$ cat config.mk
export PLATFORM = sky130hd
export DESIGN_NAME = mem_arbiter
export DESIGN_NICKNAME = d
export VERILOG_FILES = /design/src/rtl/mem_arbiter.sv
export SDC_FILE = /design/constraint.sdc
export NUM_CORES = 1
export LEC_CHECK = 0
export BUFFER_PORTS_ARGS = -buffer_cell sky130_fd_sc_hd__buf_2
export CAP_MARGIN = 15
export CELL_PAD_IN_SITES_DETAIL_PLACEMENT = 1
export CELL_PAD_IN_SITES_GLOBAL_PLACEMENT = 1
export CORE_AREA = 2 2 117 119
export CTS_CLUSTER_DIAMETER = 100
export DETAILED_ROUTE_END_ITERATION = 10
export DIE_AREA = 0 0 119 121
export PLACE_DENSITY = 0.73
export SYNTH_ARGS = -nofsm -noshare
export SYNTH_HDL_FRONTEND = slang
export SYNTH_SLANG_ARGS = --single-unit
$ cat constraint.sdc
create_clock -name clk -period 1.65 [get_ports clk]
set_input_delay 0.2475 -clock clk [delete_from_list [all_inputs] [get_ports clk]]
set_output_delay 0.2475 -clock clk [all_outputs]
set_load 0.02 [all_outputs]
$ cat src/rtl/mem_arbiter.sv
// Two-port memory arbiter: grants one of two masters onto a single-ported memory.
// Latency: grant is combinational in an eligible cycle; read data returns MEM_LATENCY cycles after grant.
// Backpressure: losing or blocked requests hold req/fields until gnt; no grants while a read is in flight.
//
// Ports:
//   clk, reset            - single clock, asynchronous active-high reset
//   p0_* / p1_*           - request side (p0 = CPU data port, p1 = secondary master)
//                           req/we/addr/wdata in, gnt/rvalid/rdata out
//   mem_en/we/addr/wdata  - memory command side; mem_rdata returns read data
//   busy                  - high while a read is outstanding (state RD_WAIT)
//
// Build option: define MEM_ARB_ROUND_ROBIN_EN to alternate winners on simultaneous
// requests; otherwise port 0 has fixed priority.
module mem_arbiter #(
  parameter int ADDR_W      = 32,
  parameter int DATA_W      = 32,
  parameter int MEM_LATENCY = 1
) (
  input  logic              clk,
  input  logic              reset,

  input  logic              p0_req,
  input  logic              p0_we,
  input  logic [ADDR_W-1:0] p0_addr,
  input  logic [DATA_W-1:0] p0_wdata,
  output logic              p0_gnt,
  output logic              p0_rvalid,
  output logic [DATA_W-1:0] p0_rdata,

  input  logic              p1_req,
  input  logic              p1_we,
  input  logic [ADDR_W-1:0] p1_addr,
  input  logic [DATA_W-1:0] p1_wdata,
  output logic              p1_gnt,
  output logic              p1_rvalid,
  output logic [DATA_W-1:0] p1_rdata,

  output logic              mem_en,
  output logic              mem_we,
  output logic [ADDR_W-1:0] mem_addr,
  output logic [DATA_W-1:0] mem_wdata,
  input  logic [DATA_W-1:0] mem_rdata,

  output logic              busy
);

  typedef enum logic {
    IDLE    = 1'b0,
    RD_WAIT = 1'b1
  } state_t;

  state_t     state, state_nxt;
  logic [2:0] cnt, cnt_nxt;            // cycles left until read data, 1 = data cycle
  logic       last_gnt, last_gnt_nxt;  // port of most recent grant
  logic       rd_port, rd_port_nxt;    // port owning the outstanding read

  logic       rd_done;
  logic       can_grant;
  logic       win;
  logic       sel_we;

  // The data-return cycle of a read is also a grant cycle, so with
  // MEM_LATENCY=1 reads can issue back to back.
  assign rd_done   = (state == RD_WAIT) && (cnt == 3'd1);
  assign can_grant = !reset && ((state == IDLE) || rd_done);

  always_comb begin
    state_nxt    = state;
    cnt_nxt      = cnt;
    last_gnt_nxt = last_gnt;
    rd_port_nxt  = rd_port;
    p0_gnt       = 1'b0;
    p1_gnt       = 1'b0;
    mem_en       = 1'b0;
    mem_we       = 1'b0;
    mem_addr     = '0;
    mem_wdata    = '0;
    win          = 1'b0;
    sel_we       = 1'b0;

    if (state == RD_WAIT) begin
      if (rd_done) begin
        state_nxt = IDLE;
        cnt_nxt   = 3'd0;
      end else begin
        cnt_nxt   = cnt - 3'd1;
      end
    end

    if (p0_req && p1_req) begin
`ifdef MEM_ARB_ROUND_ROBIN_EN
      win = ~last_gnt;
`else
      win = 1'b0;
`endif
    end else begin
      win = p1_req;
    end

    if (can_grant && (p0_req || p1_req)) begin
      p0_gnt       = ~win;
      p1_gnt       = win;
      sel_we       = win ? p1_we : p0_we;
      mem_en       = 1'b1;
      mem_we       = sel_we;
      mem_addr     = win ? p1_addr  : p0_addr;
      mem_wdata    = win ? p1_wdata : p0_wdata;
      last_gnt_nxt = win;
      // A write finishes in its grant cycle and leaves the FSM alone.
      if (!sel_we) begin
        state_nxt   = RD_WAIT;
        cnt_nxt     = 3'(MEM_LATENCY);
        rd_port_nxt = win;
      end
    end
  end

  always_ff @(posedge clk or posedge reset) begin
    if (reset) begin
      state    <= IDLE;
      cnt      <= 3'd0;
      last_gnt <= 1'b1;
      rd_port  <= 1'b0;
    end else begin
      state    <= state_nxt;
      cnt      <= cnt_nxt;
      last_gnt <= last_gnt_nxt;
      rd_port  <= rd_port_nxt;
    end
  end

  assign p0_rvalid = !reset && rd_done && !rd_port;
  assign p1_rvalid = !reset && rd_done &&  rd_port;
  assign p0_rdata  = p0_rvalid ? mem_rdata : '0;
  assign p1_rdata  = p1_rvalid ? mem_rdata : '0;
  assign busy      = (state == RD_WAIT);

endmodule

==> reports/results.txt, run 1 <==
Cts bufs inserted -> 3
Hold crit path type -> input port to asynchronous set/reset pin
Slew Viols, Final -> 0
Crit path max-delay family -> buffers and inverters
Maximum vdd drop -> 0.384 mV
Period Utilization, post-route -> 127%
Most common cell on crit path -> buf_6
Cell count after synthesis -> 186
Mean area per synthesized cell -> 7.81 µm²
Startpoint types -> register
FMAX -> 476 MHz
WL per Instance -> 20.0 µm
WP data required -> 1.40 ns
Area share of the largest cell type after synthesis -> 39.2%
Top sig layer -> met4
CP endpoint kind -> primary output
Rel. slew slack -> 69.3%
Root Driver -> clkbuf_16
Synth Net Count -> 354
Worst Slack Setup Final -> -0.453 ns
DR DRC count -> 0
Die Ht -> 121 µm
Die ar. -> 14,400 µm²
Final Instance Area -> 5380 µm²
Flop and latch count out of synthesis -> 5
Post-Route WL -> 14.3 mm
Commonest non-fill, non-tap cell in the layout -> buf_2
Antenna violations before repair -> 2
Sequential area share after synthesis -> 8.61%
CTS clk-pin slew, worst paths -> 0.03 ns
Grt ovf -> 0
Slowest cell on crit path -> dfrtp_1
Met1 Wirelength -> 5.02 mm
Slowest stage delay, CP -> 0.40 ns
Post-Syn Area -> 1450 µm²
Deepest clock path buffer count -> 2
Pre-antenna DRT Iters -> 4
IO Pins -> 301
Row Count -> 42
Commonest cells after routing, fill and taps aside -> buf_2 (167), buf_6 (112), buf_4 (60)
Setup CP Type -> register to primary output
Die X -> 119 µm
Initial DRC count -> 89
Crit-path max FO -> 5
Area growth from synthesis to final layout -> 271%
Post-CTS Hold Buffers -> 0
Post-Route Skew -> 0.00231 ns
Net count, final -> 703
Yosys warnings -> 0
Post-synth ARST share -> 100%
Top cells by area, synth -> a22o_1 (39%), and2_1 (28%), dfrtp_1 (8.6%)
Post-synth cell types -> 23
IO Port Bufs -> 300
Worst-Margin Slew -> 0.447 ns
Met2 WL -> 8.02 mm
PD cells -> 754 nW/µm²
CTS tree -> yes
First-pass GRT wire length -> 19.7 mm
Number of buffer and inverter stages on the critical path -> 5
Post-DP HPWL -> 10.1 mm
Final Hold Viols -> 0
Setup violations, final -> 136
Via Count -> 3,080
Area post-placement -> 3950 µm²
Fraction of layout cells with a size suffix above 1 -> 93.3%
Number of global-route vias before repair -> 3,508
Vias per cell -> 4.33
DRT antenna net count -> 0
Min Tclk post-route -> 2.10 ns
Cell chain of the critical path -> ha_4 > nand2b_4 > a211oi_4 > buf_6 > buf_12 > buf_16 > buf_8 > a22o_4 > buf_6
CP arrival -> 1.86 ns
Post-layout util -> 41.1%
RD Place Congestion -> 0.913
Area leader, netlist -> a22o_1
Overall power -> 4.06 mW
Largest net degree at the start of global routing -> 29
RSZ-0062 raised after global routing -> true
# H-tree levels -> 1
Leakage -> 2.91 nW
Synth Flop Type -> dfrtp_1
MaxCap Viol Count -> 0
Outcome -> finished with violations
Setup TNS -> -48.80 ns
Core region area -> 13,100 µm²
EDFF count, synth -> 0
Clock sinks -> 5
Starting Density -> 11.1%
Violations in the final reports -> negative setup slack
Gr usage total -> 17.7%
Worst-Skew Late Latency -> 0.23 ns
Met3 Wirelength -> 788 µm
Pre-CTS setup slack -> -0.251 ns
-- path summary, 6_finish.rpt --
path / startpoint / to / slack, ns / cells past startpoint
worst min register to register: rd_port$_DFFE_PP0P_ / rd_port$_DFFE_PP0P_ / 0.61 / 1
max in group asynchronous: reset / busy$_DFF_PP0_ / 1.45 / 3
worst min-delay path: reset / cnt[2]$_DFF_PP0_ / 0.09 / 3
min in group clk: p1_we / rd_port$_DFFE_PP0P_ / 0.31 / 3
worst max-delay path: cnt[0]$_DFF_PP0_ / mem_wdata[27] / -0.45 / 9
worst max register to register: cnt[1]$_DFF_PP0_ / rd_port$_DFFE_PP0P_ / -0.04 / 8
-- power breakdown --
part	total (mW)	leakage (nW)	switching, mW	internal [mW]
clock	0.410	0.0382	0.0893	0.321
sequential	0.237	0.0629	0.0576	0.179
combinational	3.41	2.81	1.56	1.85
total	4.06	2.91	1.71	2.35
-- synthesized netlist by cell type, types with 2 or more instances --
cell / instances
ha_1: 2
nand3_1: 2
nand2_1: 4
clkbuf_1: 4
and2_1: 65
dfrtp_1: 5
inv_1: 5
nor2_1: 4
buf_6: 10
a21oi_1: 2
a211oi_2: 2
a22o_1: 65
buf_2: 6
-- tightest hold or removal path, delay by kind of cell --
kind / cells / cell delay (ns)
buf+inv: 3 / 0.40
-- layer usage --
metal,track usage [%],up-vias
met5,0,-
met4,5.80,0
met3,3.10,31
met2,35.2,178
met1,18.5,1485
li1,-,1386
-- stage by stage --
step           instances  hold WS, ns
2_1_floorplan        186       0.0347
3_3_place_gp         678        0.311
3_5_place_dp         678        0.326
4_1_cts              701       0.0932
5_1_grt              712        0.138
6_report             712       0.0899
-- flip-flops by register name, summed over array words and instances (netlist names) --
signal,cells
cnt,3
busy,1
rd_port,1
-- cells by family (layout without fill, tap and decap cells) --
kind of cell / Yosys count / count (layout) / share of synthesized area [%]
flip-flops: 5 / 5 / 8.61
AND/OR/NAND/NOR: 81 / 81 / 33.9
multiplexers: 1 / 1 / 0.689
AO/OA/AOI/OAI: 71 / 71 / 42.5
adder cells (fa/ha/maj): 2 / 2 / 1.72
buffers and inverters: 26 / 374 / 12.7
other: 0 / 2 / 0
-- what timing repair did --
action	4_1_cts	5_1_grt
pin swaps	13	10
setup buffers	13	10
setup endpoints to repair	134	136
resized for setup	240	62
gates cloned	8	4
-- final cells by class --
class	count	area, µm²
clock buffer	4	78.8
tap	176	220
inverter	5	18.8
fill	1518	7700
antenna	2	5.00
timing repair buffer	365	3110
multi-input combinational	155	1820
sequential	5	125
Power figures use the tool's default switching activity.
==> run 2: changes to the inputs <==
PLACE_DENSITY = 0.81   (was 0.73)
==> reports/results.txt, run 2 (synthesis gave the netlist of run 1 again) <==
Number of global-route vias before repair -> 3,037 (-13%)
Switching pwr -> 1.62 mW (-5.0%)
Slew Viols, Final -> 0 (unchanged)
Worst-Margin Slew -> 0.406 ns (-0.0409 ns)
CTS clk-pin slew, worst paths -> 0.03 ns (about the same)
WL per Instance -> 18.3 µm (-8.7%)
Reg2Reg Depth -> 7 (-1)
Cts bufs inserted -> 3 (unchanged)
MaxCap Viol Count -> 0 (unchanged)
Switching share of power -> 42.4% (+0.32 points)
Setup TNS -> -51.79 ns (-2.99 ns)
Commonest non-fill, non-tap cell in the layout -> buf_2
RD Place Congestion -> 0.789 (-14%)
Starting Density -> 11.1% (unchanged)
Post-DP HPWL -> 9.20 mm (-9.0%)
Antenna violations before repair -> 0 (-2)
Startpoint types -> register
Root Driver -> clkbuf_16
WP data required -> 1.40 ns (about the same)
Internal power -> 2.21 mW (-6.2%)
IO Pins -> 301 (unchanged)
Die X -> 119 µm (unchanged)
# H-tree levels -> 1 (unchanged)
Post-Route WL -> 12.7 mm (-11%)
RSZ-0062 raised after global routing -> true
Die Ht -> 121 µm (unchanged)
Row Count -> 42 (unchanged)
Grt ovf -> 0 (unchanged)
Combinational share of power -> 83.2% (-0.8 points)
Slowest stage delay, CP -> 0.36 ns (-0.04 ns)
Vias per cell -> 4.17 (-3.5%)
Core region area -> 13,100 µm² (unchanged)
Slowest cell on crit path -> dfrtp_1
Hold crit path type -> input port to asynchronous set/reset pin
Setup CP Type -> register to primary output
Cell chain of the critical path -> inv_2 > ha_4 > nand2b_4 > a211oi_4 > buf_6 > buf_12 > buf_12 > a22o_1 > buf_6
Initial DRC count -> 47 (-47%)
Post-CTS Hold Buffers -> 0 (unchanged)
Placed cells -> 672 (-0.88%)
CTS tree -> yes
Period Utilization, post-route -> 129% (+1.6 points)
PD cells -> 739 nW/µm² (-1.9%)
Rel. slew slack -> 72.1% (+2.8 points)
Worst Slack Setup Final -> -0.478 ns (-0.0257 ns)
Outcome -> finished with violations
Worst-Skew Late Latency -> 0.23 ns (about the same)
Die ar. -> 14,400 µm² (unchanged)
Antenna cells -> 0 (-2)
IO Port Bufs -> 300 (unchanged)
Final Hold Viols -> 0 (unchanged)
Clock power share -> 10.5% (+0.4 points)
Maximum vdd drop -> 0.681 mV (+77%)
Deepest clock path buffer count -> 2 (unchanged)
Gr usage total -> 14.3% (-3.4 points)
First-pass GRT wire length -> 16.5 mm (-16%)
Post-route insts no fill -> 695 (-2.4%)
DR DRC count -> 0 (unchanged)
Area growth from synthesis to final layout -> 256%
Pre-antenna DRT Iters -> 4 (unchanged)
Fraction of layout cells with a size suffix above 1 -> 91.3% (-1.9 points)
Violations in the final reports -> negative setup slack
CP endpoint kind -> primary output
Post-Route Skew -> 0.000551 ns (-0.00176 ns)
Commonest cells after routing, fill and taps aside -> buf_2 (171), buf_6 (113), a22o_4 (57)
Net count, final -> 688 (-2.1%)
Largest net degree at the start of global routing -> 34 (+17%)
Fillers -> 1,507 (-0.72%)
DRT antenna net count -> 0 (unchanged)
Crit-path max FO -> 8 (+3)
Setup violations, final -> 134 (-1.5%)
Number of flip-flops in the largest register -> 3 (unchanged)
CP arrival -> 1.88 ns (+0.02 ns)
Leakage -> 2.81 nW (-3.5%)
Clock sinks -> 5 (unchanged)
Min Tclk post-route -> 2.13 ns (+0.0257 ns)
Top reg by flops -> cnt
FMAX -> 470 MHz (-1.2%)
Via Count -> 2,900 (-5.8%)
Flop pwr share -> 6.3% (+0.5 points)
## run 2: through the flow
| step | worst slack, ns | utilization (%) | cell area [µm²] | hold slack, ns | power, mW |
|---|---|---|---|---|---|
| 2_1_floorplan | -0.0245 | - | 2080 | 0.0347 | 1.80 |
| 3_3_place_gp | -0.146 | 29.7 | 3890 | 0.312 | 2.59 |
| 3_5_place_dp | -0.177 | 29.7 | 3890 | 0.313 | 2.64 |
| 4_1_cts | -0.419 | 33.8 | 4420 | 0.0892 | 3.35 |
| 5_1_grt | -0.527 | 39.6 | 5180 | 0.119 | 4.04 |
| 6_report | -0.478 | 39.6 | 5180 | 0.0974 | 3.83 |
## run 2: cell type report
cell class | count | area [µm²] | share of cell area, %
Inverter | 5 | 18.8 | 0.363
Multi-Input combinational cell | 155 | 1830 | 35.3
Tap cell | 176 | 220 | 4.25
Timing Repair Buffer | 350 | 2910 | 56.2
Clock buffer | 4 | 78.8 | 1.52
Sequential cell | 5 | 125 | 2.42
## run 2: per-layer routing
| layer | part of all wire, % | global-route usage, % | wire length (µm) |
|---|---|---|---|
| met5 | 0 | 0 | 0 |
| met4 | 0.73 | 1.34 | 93 |
| met3 | 6.4 | 2.49 | 807 |
| met2 | 55 | 27.7 | 7010 |
| met1 | 38 | 16.9 | 4800 |
## run 2: final timing paths
| kind | from | endpoint | slack (ns) |
|---|---|---|---|
| max in group asynchronous | reset | rd_port$_DFFE_PP0P_ | 1.44 |
| worst min-delay path | reset | cnt[1]$_DFF_PP0_ | 0.1 |
| min in group clk | p1_we | rd_port$_DFFE_PP0P_ | 0.31 |
| worst max-delay path | cnt[1]$_DFF_PP0_ | mem_addr[29] | -0.48 |
| worst min register to register | rd_port$_DFFE_PP0P_ | rd_port$_DFFE_PP0P_ | 0.61 |
| worst max register to register | cnt[1]$_DFF_PP0_ | rd_port$_DFFE_PP0P_ | 0.09 |
## run 2: critical path, delay by kind of cell (launching register included)
family / cells / cell delay (ns)
DFF: 1 / 0.36
adders and majority gates: 1 / 0.14
AOI/OAI and AO/OA: 2 / 0.45
and+or+nand+nor: 1 / 0.07
buffers and inverters: 5 / 0.61
## run 2: power groups by stage
stage | clock (mW) | sequential, mW | combinational, mW
after floorplan | 0 | 0.228 | 1.58
after global placement | 0 | 0.228 | 2.37
after detailed placement | 0 | 0.231 | 2.41
after CTS | 0.412 | 0.240 | 2.70
after global routing | 0.416 | 0.249 | 3.37
final | 0.401 | 0.242 | 3.18
## run 2: timing repair
action                                  4_1_cts  5_1_grt
resized for setup                           127      174
cloned                                        2        6
setup buffers                                 2       11
pin swaps                                     2       53
endpoints found under the setup margin      135      137
